==> config.mk <==
export PLATFORM = sky130hd
export DESIGN_NAME = pr_request_queue
export DESIGN_NICKNAME = d
export VERILOG_FILES = /design/src/rtl/pr_request_queue.sv
export SDC_FILE = /design/constraint.sdc
export NUM_CORES = 1
export LEC_CHECK = 0
export ABC_CLOCK_PERIOD_IN_PS = 6500
export BUFFER_PORTS_ARGS = -buffer_cell sky130_fd_sc_hd__buf_2
export CAP_MARGIN = 0
export CORE_MARGIN = 3
export CORE_UTILIZATION = 45
export CTS_CLUSTER_DIAMETER = 50
export CTS_CLUSTER_SIZE = 20
export DETAILED_ROUTE_END_ITERATION = 8
export PLACE_DENSITY_LB_ADDON = 0.2
export SYNTH_ARGS = -nofsm -noshare
export SYNTH_HDL_FRONTEND = slang
export SYNTH_SLANG_ARGS = --single-unit
==> constraint.sdc <==
create_clock -name clk -period 6.5 [get_ports clk]
set_input_delay 0.325 -clock clk [delete_from_list [all_inputs] [get_ports clk]]
set_output_delay 0.325 -clock clk [all_outputs]
set_load 0.02 [all_outputs]
==> src/rtl/pr_request_queue.sv <==
// Multi-channel partial-reconfiguration request queue: core pushes {channel, payload},
// host pops heads, reads status and signals per-channel completion over AXI-lite.
module pr_request_queue #(
    parameter int unsigned DEPTH        = 8,
    parameter int unsigned NUM_CHANNELS = 4,
    parameter int unsigned REQ_W        = 16
) (
    input  logic                            clk,
    input  logic                            rst,
    input  logic                            push_valid,
    output logic                            push_ready,
    input  logic [$clog2(NUM_CHANNELS)-1:0] push_channel,
    input  logic [REQ_W-1:0]                push_payload,
    output logic [NUM_CHANNELS-1:0]         chan_busy,
    output logic [NUM_CHANNELS-1:0]         chan_done,
    input  logic [3:0]                      s_axi_awaddr,
    input  logic                            s_axi_awvalid,
    output logic                            s_axi_awready,
    input  logic [31:0]                     s_axi_wdata,
    input  logic                            s_axi_wvalid,
    output logic                            s_axi_wready,
    output logic                            s_axi_bvalid,
    input  logic                            s_axi_bready,
    input  logic [3:0]                      s_axi_araddr,
    input  logic                            s_axi_arvalid,
    output logic                            s_axi_arready,
    output logic [31:0]                     s_axi_rdata,
    output logic                            s_axi_rvalid,
    input  logic                            s_axi_rready,
    output logic                            pr_request_pending
);

    localparam int unsigned PTR_W = $clog2(DEPTH);
    localparam int unsigned CNT_W = PTR_W + 1;
    localparam int unsigned CH_W  = $clog2(NUM_CHANNELS);

    logic [CH_W-1:0]         r_mem_ch [DEPTH];
    logic [REQ_W-1:0]        r_mem_pl [DEPTH];
    logic [PTR_W-1:0]        r_wptr;
    logic [PTR_W-1:0]        r_rptr;
    logic [CNT_W-1:0]        r_count;
    logic [NUM_CHANNELS-1:0] r_busy;
    logic [NUM_CHANNELS-1:0] r_done;
    logic                    r_bvalid;
    logic                    r_rvalid;
    logic [31:0]             r_rdata;

    logic                    w_full;
    logic                    w_empty;
    logic                    w_wr_hs;
    logic                    w_rd_hs;
    logic                    w_flush;
    logic                    w_done_ok;
    logic [CH_W-1:0]         w_done_idx;
    logic                    w_push_ch_ok;
    logic                    w_push;
    logic                    w_pop;
    logic [31:0]             w_rdata;
    logic [NUM_CHANNELS-1:0] w_busy_nxt;
    logic [NUM_CHANNELS-1:0] w_done_nxt;
    logic                    w_unused;

    assign w_full       = (r_count == CNT_W'(DEPTH));
    assign w_empty      = (r_count == '0);
    assign w_wr_hs      = s_axi_awvalid && s_axi_wvalid && !r_bvalid;
    assign w_rd_hs      = s_axi_arvalid && !r_rvalid;
    assign w_flush      = w_wr_hs && (s_axi_awaddr[3:2] == 2'd1) && s_axi_wdata[0];
    assign w_done_idx   = CH_W'(s_axi_wdata[6:0]);
    assign w_done_ok    = w_wr_hs && (s_axi_awaddr[3:2] == 2'd0)
                          && (32'(s_axi_wdata[6:0]) < NUM_CHANNELS) && r_busy[w_done_idx];
    assign w_push_ch_ok = (32'(push_channel) < NUM_CHANNELS);
    assign push_ready   = !w_full && w_push_ch_ok && !r_busy[push_channel] && !w_flush;
    assign w_push       = push_valid && push_ready;
    assign w_pop        = w_rd_hs && (s_axi_araddr[3:2] == 2'd0) && !w_empty;
    assign w_unused     = ^{s_axi_awaddr[1:0], s_axi_araddr[1:0], s_axi_wdata[31:7]};

    assign s_axi_awready      = w_wr_hs;
    assign s_axi_wready       = w_wr_hs;
    assign s_axi_arready      = !r_rvalid;
    assign s_axi_bvalid       = r_bvalid;
    assign s_axi_rvalid       = r_rvalid;
    assign s_axi_rdata        = r_rdata;
    assign chan_busy          = r_busy;
    assign chan_done          = r_done;
    assign pr_request_pending = !w_empty;

    // Read mux; HEAD read returns the entry being popped in the same cycle
    always_comb begin
        w_rdata = '0;
        case (s_axi_araddr[3:2])
            2'd0: if (!w_empty) w_rdata = {1'b1, 7'(r_mem_ch[r_rptr]), 24'(r_mem_pl[r_rptr])};
            2'd1: w_rdata = {14'd0, w_empty, w_full, 16'(r_count)};
            2'd2: w_rdata = 32'(r_busy);
            default: w_rdata = '0;
        endcase
    end

    // Busy set on push, cleared on completion or flush; push and done never hit the same bit
    always_comb begin
        w_busy_nxt = r_busy;
        w_done_nxt = '0;
        if (w_push)
            w_busy_nxt[push_channel] = 1'b1;
        if (w_done_ok) begin
            w_busy_nxt[w_done_idx] = 1'b0;
            w_done_nxt[w_done_idx] = 1'b1;
        end
        if (w_flush)
            w_busy_nxt = '0;
    end

    always_ff @(posedge clk) begin
        if (w_push) begin
            r_mem_ch[r_wptr] <= push_channel;
            r_mem_pl[r_wptr] <= push_payload;
        end
    end

    always_ff @(posedge clk) begin
        if (!rst) begin
            r_wptr   <= '0;
            r_rptr   <= '0;
            r_count  <= '0;
            r_busy   <= '0;
            r_done   <= '0;
            r_bvalid <= 1'b0;
            r_rvalid <= 1'b0;
            r_rdata  <= '0;
        end else begin
            r_busy <= w_busy_nxt;
            r_done <= w_done_nxt;
            if (w_flush) begin
                r_wptr  <= '0;
                r_rptr  <= '0;
                r_count <= '0;
            end else begin
                if (w_push) r_wptr <= r_wptr + PTR_W'(1);
                if (w_pop)  r_rptr <= r_rptr + PTR_W'(1);
                r_count <= r_count + CNT_W'(w_push) - CNT_W'(w_pop);
            end
            if (w_wr_hs)
                r_bvalid <= 1'b1;
            else if (s_axi_bready)
                r_bvalid <= 1'b0;
            if (w_rd_hs) begin
                r_rvalid <= 1'b1;
                r_rdata  <= w_rdata;
            end else if (s_axi_rready) begin
                r_rvalid <= 1'b0;
            end
        end
    end

endmodule

======== Word level (Yosys, flattened, before mapping) ========
Memory sizes are Yosys's and may differ from the RTL's. A register that Yosys moved wholly into a read port is not among the register bits.
Cells that the tools add are included.
word-level totals
  memories kept ........................... 2
  register bits ........................... 52
  output and inout bits ................... 47
  RAM bits ................................ 144
memory list
  name      words  width  read ports  clocked after Yosys merged registers in  write ports  RTL line  source
  r_mem_pl  8      16     1           1                                        1            38        logic [REQ_W-1:0] r_mem_pl [DEPTH];
  r_mem_ch  8      2      1           1                                        1            37        logic [CH_W-1:0] r_mem_ch [DEPTH];
cells by class
  multiplexer cells ....................... 22
  order comparisons ....................... 5
  reductions and logical operators ........ 28
  bitwise gates (word level) .............. 4
  add/sub/neg operators ................... 4
  equality and inequality tests ........... 4
operators by type and width
  operator                                                            number
  one-hot mux 32 bit (3 select lines)                                 1
  two-way mux 32 bit                                                  1
  logical AND 1 bit                                                   15
  two-way mux 3 bit                                                   4
  two-way mux 1 bit                                                   10
  two-way mux 4 bit                                                   2
  less-than comparator 7 x 3 -> 1 bit (second input constant)         1
  adder 3 x 1 -> 3 bit (second input constant)                        2
  zero test 1 bit                                                     6
  less-than comparator 2 x 3 -> 1 bit (second input constant)         2
  adder 4 x 1 -> 4 bit                                                1
  bitwise AND 4 bit                                                   1
  binary-select mux 1 bit (select 2 bit)                              2
  demux 1 bit (select 2 bit)                                          2
  == test 2 x 1 -> 1 bit (second input constant)                      2
  == test 4 bit (second input constant)                               1
  greater-or-equal comparator 2 x 1 -> 1 bit (second input constant)  2
  zero test 2 bit                                                     2
  zero test 4 bit                                                     1
  NOT 4 bit                                                           1
  OR 4 bit                                                            1
  nonzero test 2 bit                                                  2
  subtractor 4 x 1 -> 4 bit                                           1
  == test 2 bit (second input constant)                               1
  other kinds (3)                                                     3

======== Depth between registers and ports, before layout ========
  word-level depth ........................ 10
  depth in mapped cells ................... 12
  mapped depth without buffers ............ 12

======== Worst setup path before layout ========
No wires, ideal clock.
  path kind ............................... register to register
  start point ............................. register r_bvalid (netlist: s_axi_bvalid)
  end point ............................... memory r_mem_ch[4][0] in the netlist's numbering, enable pin
  stages on the path, launching flop included .. 6
  arrival time ............................ 2915 ps
  path slack .............................. 3169 ps
  period minus slack after synthesis ...... 3331 ps
  library setup time ...................... 416 ps
  path buffers ............................ 1
  cell sequence ........................... dfxtp_1 > and3b_1 > clkbuf_1 > a2111oi_4 > nand2_1 > nor3_1
between the ends
  longest elaborated chain between the ends .. 9
RTL lines
  what                                     RTL line  source
  from (decl)                              44        logic r_bvalid;
  from (signal assigned)                   126       r_bvalid <= 1'b0;
  from (signal assigned)                   142       r_bvalid <= 1'b1;
  from (signal assigned)                   144       r_bvalid <= 1'b0;
  zero test 1 bit                          65        assign w_wr_hs = s_axi_awvalid && s_axi_wvalid && !r_bvalid;
  logical AND 1 bit                        65
  net s_axi_awready                        18        output logic s_axi_awready,
  logical AND 1 bit (2 in series)          67        assign w_flush = w_wr_hs && (s_axi_awaddr[3:2] == 2'd1) && s_axi_wdata[0];
  zero test 1 bit                          72        assign push_ready = !w_full && w_push_ch_ok && !r_busy[push_channel] && !w_flush;
  logical AND 1 bit                        72
  logical AND 1 bit                        73        assign w_push = push_valid && push_ready;
  two-way mux 1 bit                        113       if (w_push) begin
  two-way mux 1 bit (implied by the code)  114       r_mem_ch[r_wptr] <= push_channel;
  to (decl)                                37
The timed path passes the listed nets, and every way through them passes these cells.

======== Final worst setup path ========
  start point ............................. register r_busy[3] (netlist: chan_busy[3])
  end point ............................... memory r_mem_pl[5][1], enable pin
between the ends
  longest elaborated chain between the ends .. 8
RTL lines
  what                                     RTL line  source
  from (decl)                              42        logic [NUM_CHANNELS-1:0] r_busy;
  from (signal assigned)                   130       r_busy <= w_busy_nxt;
  binary-select mux 1 bit (select 2 bit)   72
  two-way mux 1 bit (implied by the code)  72
  zero test 1 bit                          72
  logical AND 1 bit (2 in series)          72
  logical AND 1 bit                        73
  two-way mux 1 bit                        113
  two-way mux 1 bit (implied by the code)  115       r_mem_pl[r_wptr] <= push_payload;
  to (decl)                                38
Every way passes these cells. The select of a mux whose other input is x is not followed.

==> results.yml <==
sta:
  fmax_mhz: 327.6
  fin_crit_sh_pct: 46.97
  setup_viol: 0
  finalHoldViolations: 0
  rsz0062_at_grt: "false"
  max_slew_margin_pct: 22.53
  final_max_slew_viol_count: 0
  tightest_slew_ns: 1.162
  finClkSkew_ns: 0.005348
  finalSetupTns_ns: 0
  min_period_ns: 3.053
global_routing:
  overflow: 0
  grt_max_degree: 41
  antenna_found_initial: 0
  grt_pass1_vias: 3927
  grtUsageTotal_pct: 16.14
  grt_pass1_wl_um: 21580
cells_and_area:
  fin_area_sq_mm: 0.008528
  layout_common_cells: "edfxtp_1, buf_2, dfxtp_1, mux4_2, nand2_1"
  finalNetCount: 596
  area_delta_synth_final_pct: 16.39
  final_common_cell: "edfxtp_1"
  fillCellCount: 1299
  instances_no_fill: 750
  n_antenna_cell: 0
  drive_gt1_share_pct: 28.46
floorplanning:
  core-area_sq_mm: 0.01589
  die_y_um: 133.6
  rows: 46
  start_util_pct: 46.12
  die-area_sq_mm: 0.01785
  die_w_um: 133.6
  io_pins: 113
placed_design:
  gp_congestion: 0.7590
  dpl_cell_area_sq_mm: 0.007930
  dpl.cell_count: 718
  io_buffers: 72
  place_hpwl_um: 8424
drt:
  routed_wl_um: 13930
  drt-initial-drc-count: 294
  dr.pass1.iters: 4
  drc: 0
  routedWlPerCell_um: 18.57
  antenna_left: 0
  vias_per_cell: 5.160
  vias: 3870
cts:
  cts_setup_buffers: 0
  clk_path_buf_depth: 2
  htreeDepth: 4
  clkTransAtPathRegs_ns: 0.06
  cts_sinks: 188
  clk_latency_ns: 0.42
  hold_buffers: 0
  cts_resized: 0
  cts_tree: "yes"
  numCtsBuffers: 17
  clock-root-buffer: "clkbuf_16"
power_and_ir_drop:
  power.share.clock_pct: 38.0
  p_leak_nw: 2.946
  sw_frac_of_total_pct: 23.67
  seqPwrFrac_pct: 50.9
  comb_power_share_pct: 11.1
  p_int_w: 0.002101
  power_switching_w: 0.0006515
  cellPowerDensity_mw_per_mm2: 322.7
  finalPower_w: 0.002752
  vdd_ir_drop_max_v: 0.0001840
worst_hold_path:
  whs_path_depth: 2
  holdCritPathClass: "input port to flop"
  min_to: "chan_done[0]$_SDFF_PN0_"
  worstHoldStart: "s_axi_wdata[1]"
critical_path:
  cp_max_fo: 12
  cpMaxStageDelayCell: "a2111oi_4"
  reg2reg_to: "r_mem_pl[5][1]$_DFFE_PP_"
  arrival_ns: 3.16
  crit_chain: "mux4_2 -> a2111oi_4 -> nand2_1 -> nor2_1 -> buf_4"
  path_buf_inv: 1
  reg2reg_from: "chan_busy[3]$_SDFF_PP0_"
  r2r_setup_slack_ns: 3.45
  required_ns: 6.61
  cpPeakStageDelay_ns: 0.60
  rr_worst_depth: 5
  worst_path_dominant_cell_family: "simple AND/OR/NAND/NOR gates"
  crit_cells: 5
  startpoint_type: "flop"
  end_kind: "flop"
  criticalPathCategory: "flop to flop"
synthesis:
  yosys-top-cells-area: "edfxtp_1, dfxtp_1, mux4_2, mux2i_1, o21ai_0"
  postSynthAreaPerCell_sq_um: 16.73
  async_flop_share_pct: 0
  ys_ff_latch: 188
  synth_edf_count: 144
  syn_inst: 438
  yosysTopAreaCell: "edfxtp_1"
  synth_ff_type: "edfxtp_1"
  yosysSeqAreaShare_pct: 71.04
  yosys.cell_types.count: 39
  synth_top_area_share_pct: 59.02
  netlist_area_sq_mm: 0.007327
  yosys_warnings: 0
run_status:
  outcome: "finished clean"
run:
  cap_violations: 0
==> sequential cells by signal (all words and copies together) (netlist names), named ones only <==
signal        flops
r_mem_ch         16
s_axi_rdata      21
chan_busy         4
r_count           4
r_rptr            3
r_wptr            3
chan_done         4
r_mem_pl        128
s_axi_rvalid      1
s_axi_bvalid      1
==> synth_stat cells, types with 4 or more instances <==
cell type,count
edfxtp_1,144
dfxtp_1,44
mux4_2,34
nand2_1,29
nor2_1,25
mux2i_1,24
o21ai_0,22
buf_4,12
clkbuf_1,11
a21oi_1,10
inv_1,10
ha_1,8
nand2b_1,7
buf_2,5
nor3_1,5
xnor2_1,5
a221oi_1,4
a22o_1,4
a22oi_1,4
==> worst max-delay path by stage <==
stage	endpoint	startpoint	slack [ns]
2_1_floorplan	r_mem_ch[4][0]$_DFFE_PP_	s_axi_bvalid$_SDFFE_PN0P_	3.17
3_3_place_gp	r_mem_pl[5][5]$_DFFE_PP_	push_channel[0]	3.24
3_5_place_dp	r_mem_pl[5][5]$_DFFE_PP_	push_channel[0]	3.17
4_1_cts	r_mem_pl[5][1]$_DFFE_PP_	chan_busy[3]$_SDFF_PP0_	3.38
5_1_grt	r_mem_pl[7][3]$_DFFE_PP_	chan_busy[3]$_SDFF_PP0_	3.27
6_report	r_mem_pl[5][1]$_DFFE_PP_	chan_busy[3]$_SDFF_PP0_	3.45
==> power by group through the flow <==
| stage | Combinational (W) | Sequential (W) | Clock (W) |
|---|---|---|---|
| global route | 0.000338 | 0.00141 | 0.00112 |
| floorplan | 0.000201 | 0.00143 | 0 |
| detailed placement | 0.000310 | 0.00143 | 0 |
| CTS | 0.000312 | 0.00140 | 0.00107 |
| global placement | 0.000303 | 0.00142 | 0 |
| finish | 0.000306 | 0.00140 | 0.00105 |
==> worst reg2reg max path, stage by stage (launching register included) <==
cell and delay [ns]:
dfxtp_1 0.37, mux4_2 0.55, a2111oi_4 0.60, nand2_1 0.25, nor2_1 0.60, buf_4 0.36
==> logic make-up (layout without fill, tap and decap cells) <==
family / count (synthesis) / count (layout) / synth area share [%]
multiplexers: 58 / 58 / 13.73
flip-flops: 188 / 188 / 71.04
AND/OR/NAND/NOR: 88 / 88 / 5.772
other: 1 / 11 / 0.05118
AO/OA/AOI/OAI: 49 / 49 / 4.355
adder cells (fa/ha/maj): 9 / 9 / 1.639
buffers and inverters: 39 / 125 / 2.698
XOR/XNOR: 6 / 6 / 0.7172
==> final cells by class <==
class / count / area, sq um / share of cell area [%]
Clock buffer: 18 / 429.2 / 5.032
Clock inverter: 14 / 168.9 / 1.981
Inverter: 10 / 37.54 / 0.4401
Multi-Input combinational cell: 221 / 1972 / 23.12
Sequential cell: 188 / 5207 / 61.06
Tap cell: 216 / 270.3 / 3.169
Timing Repair Buffer: 83 / 442.9 / 5.194
==> per-stage QoR <==
| step | hold WS (ns) | utilization [%] | worst slack, ns |
|---|---|---|---|
| floorplan | 0.4018 | - | 3.169 |
| global placement | 0.4284 | 49.92 | 3.239 |
| detailed placement | 0.4399 | 49.92 | 3.167 |
| CTS | 0.1202 | 53.69 | 3.384 |
| global route | 0.1543 | 53.69 | 3.271 |
| finish | 0.1482 | 53.69 | 3.447 |
==> routing by layer <==
layer | up-vias | wire, um | track usage [%]
met3 | 15 | 538 | 3.437
met1 | 1947 | 6233 | 21.63
met2 | 82 | 6987 | 26.41
li1 | 1826 | - | -
met5 | - | 0 | 0
met4 | 0 | 170 | 5.657
(Power assumes the default switching activity.)
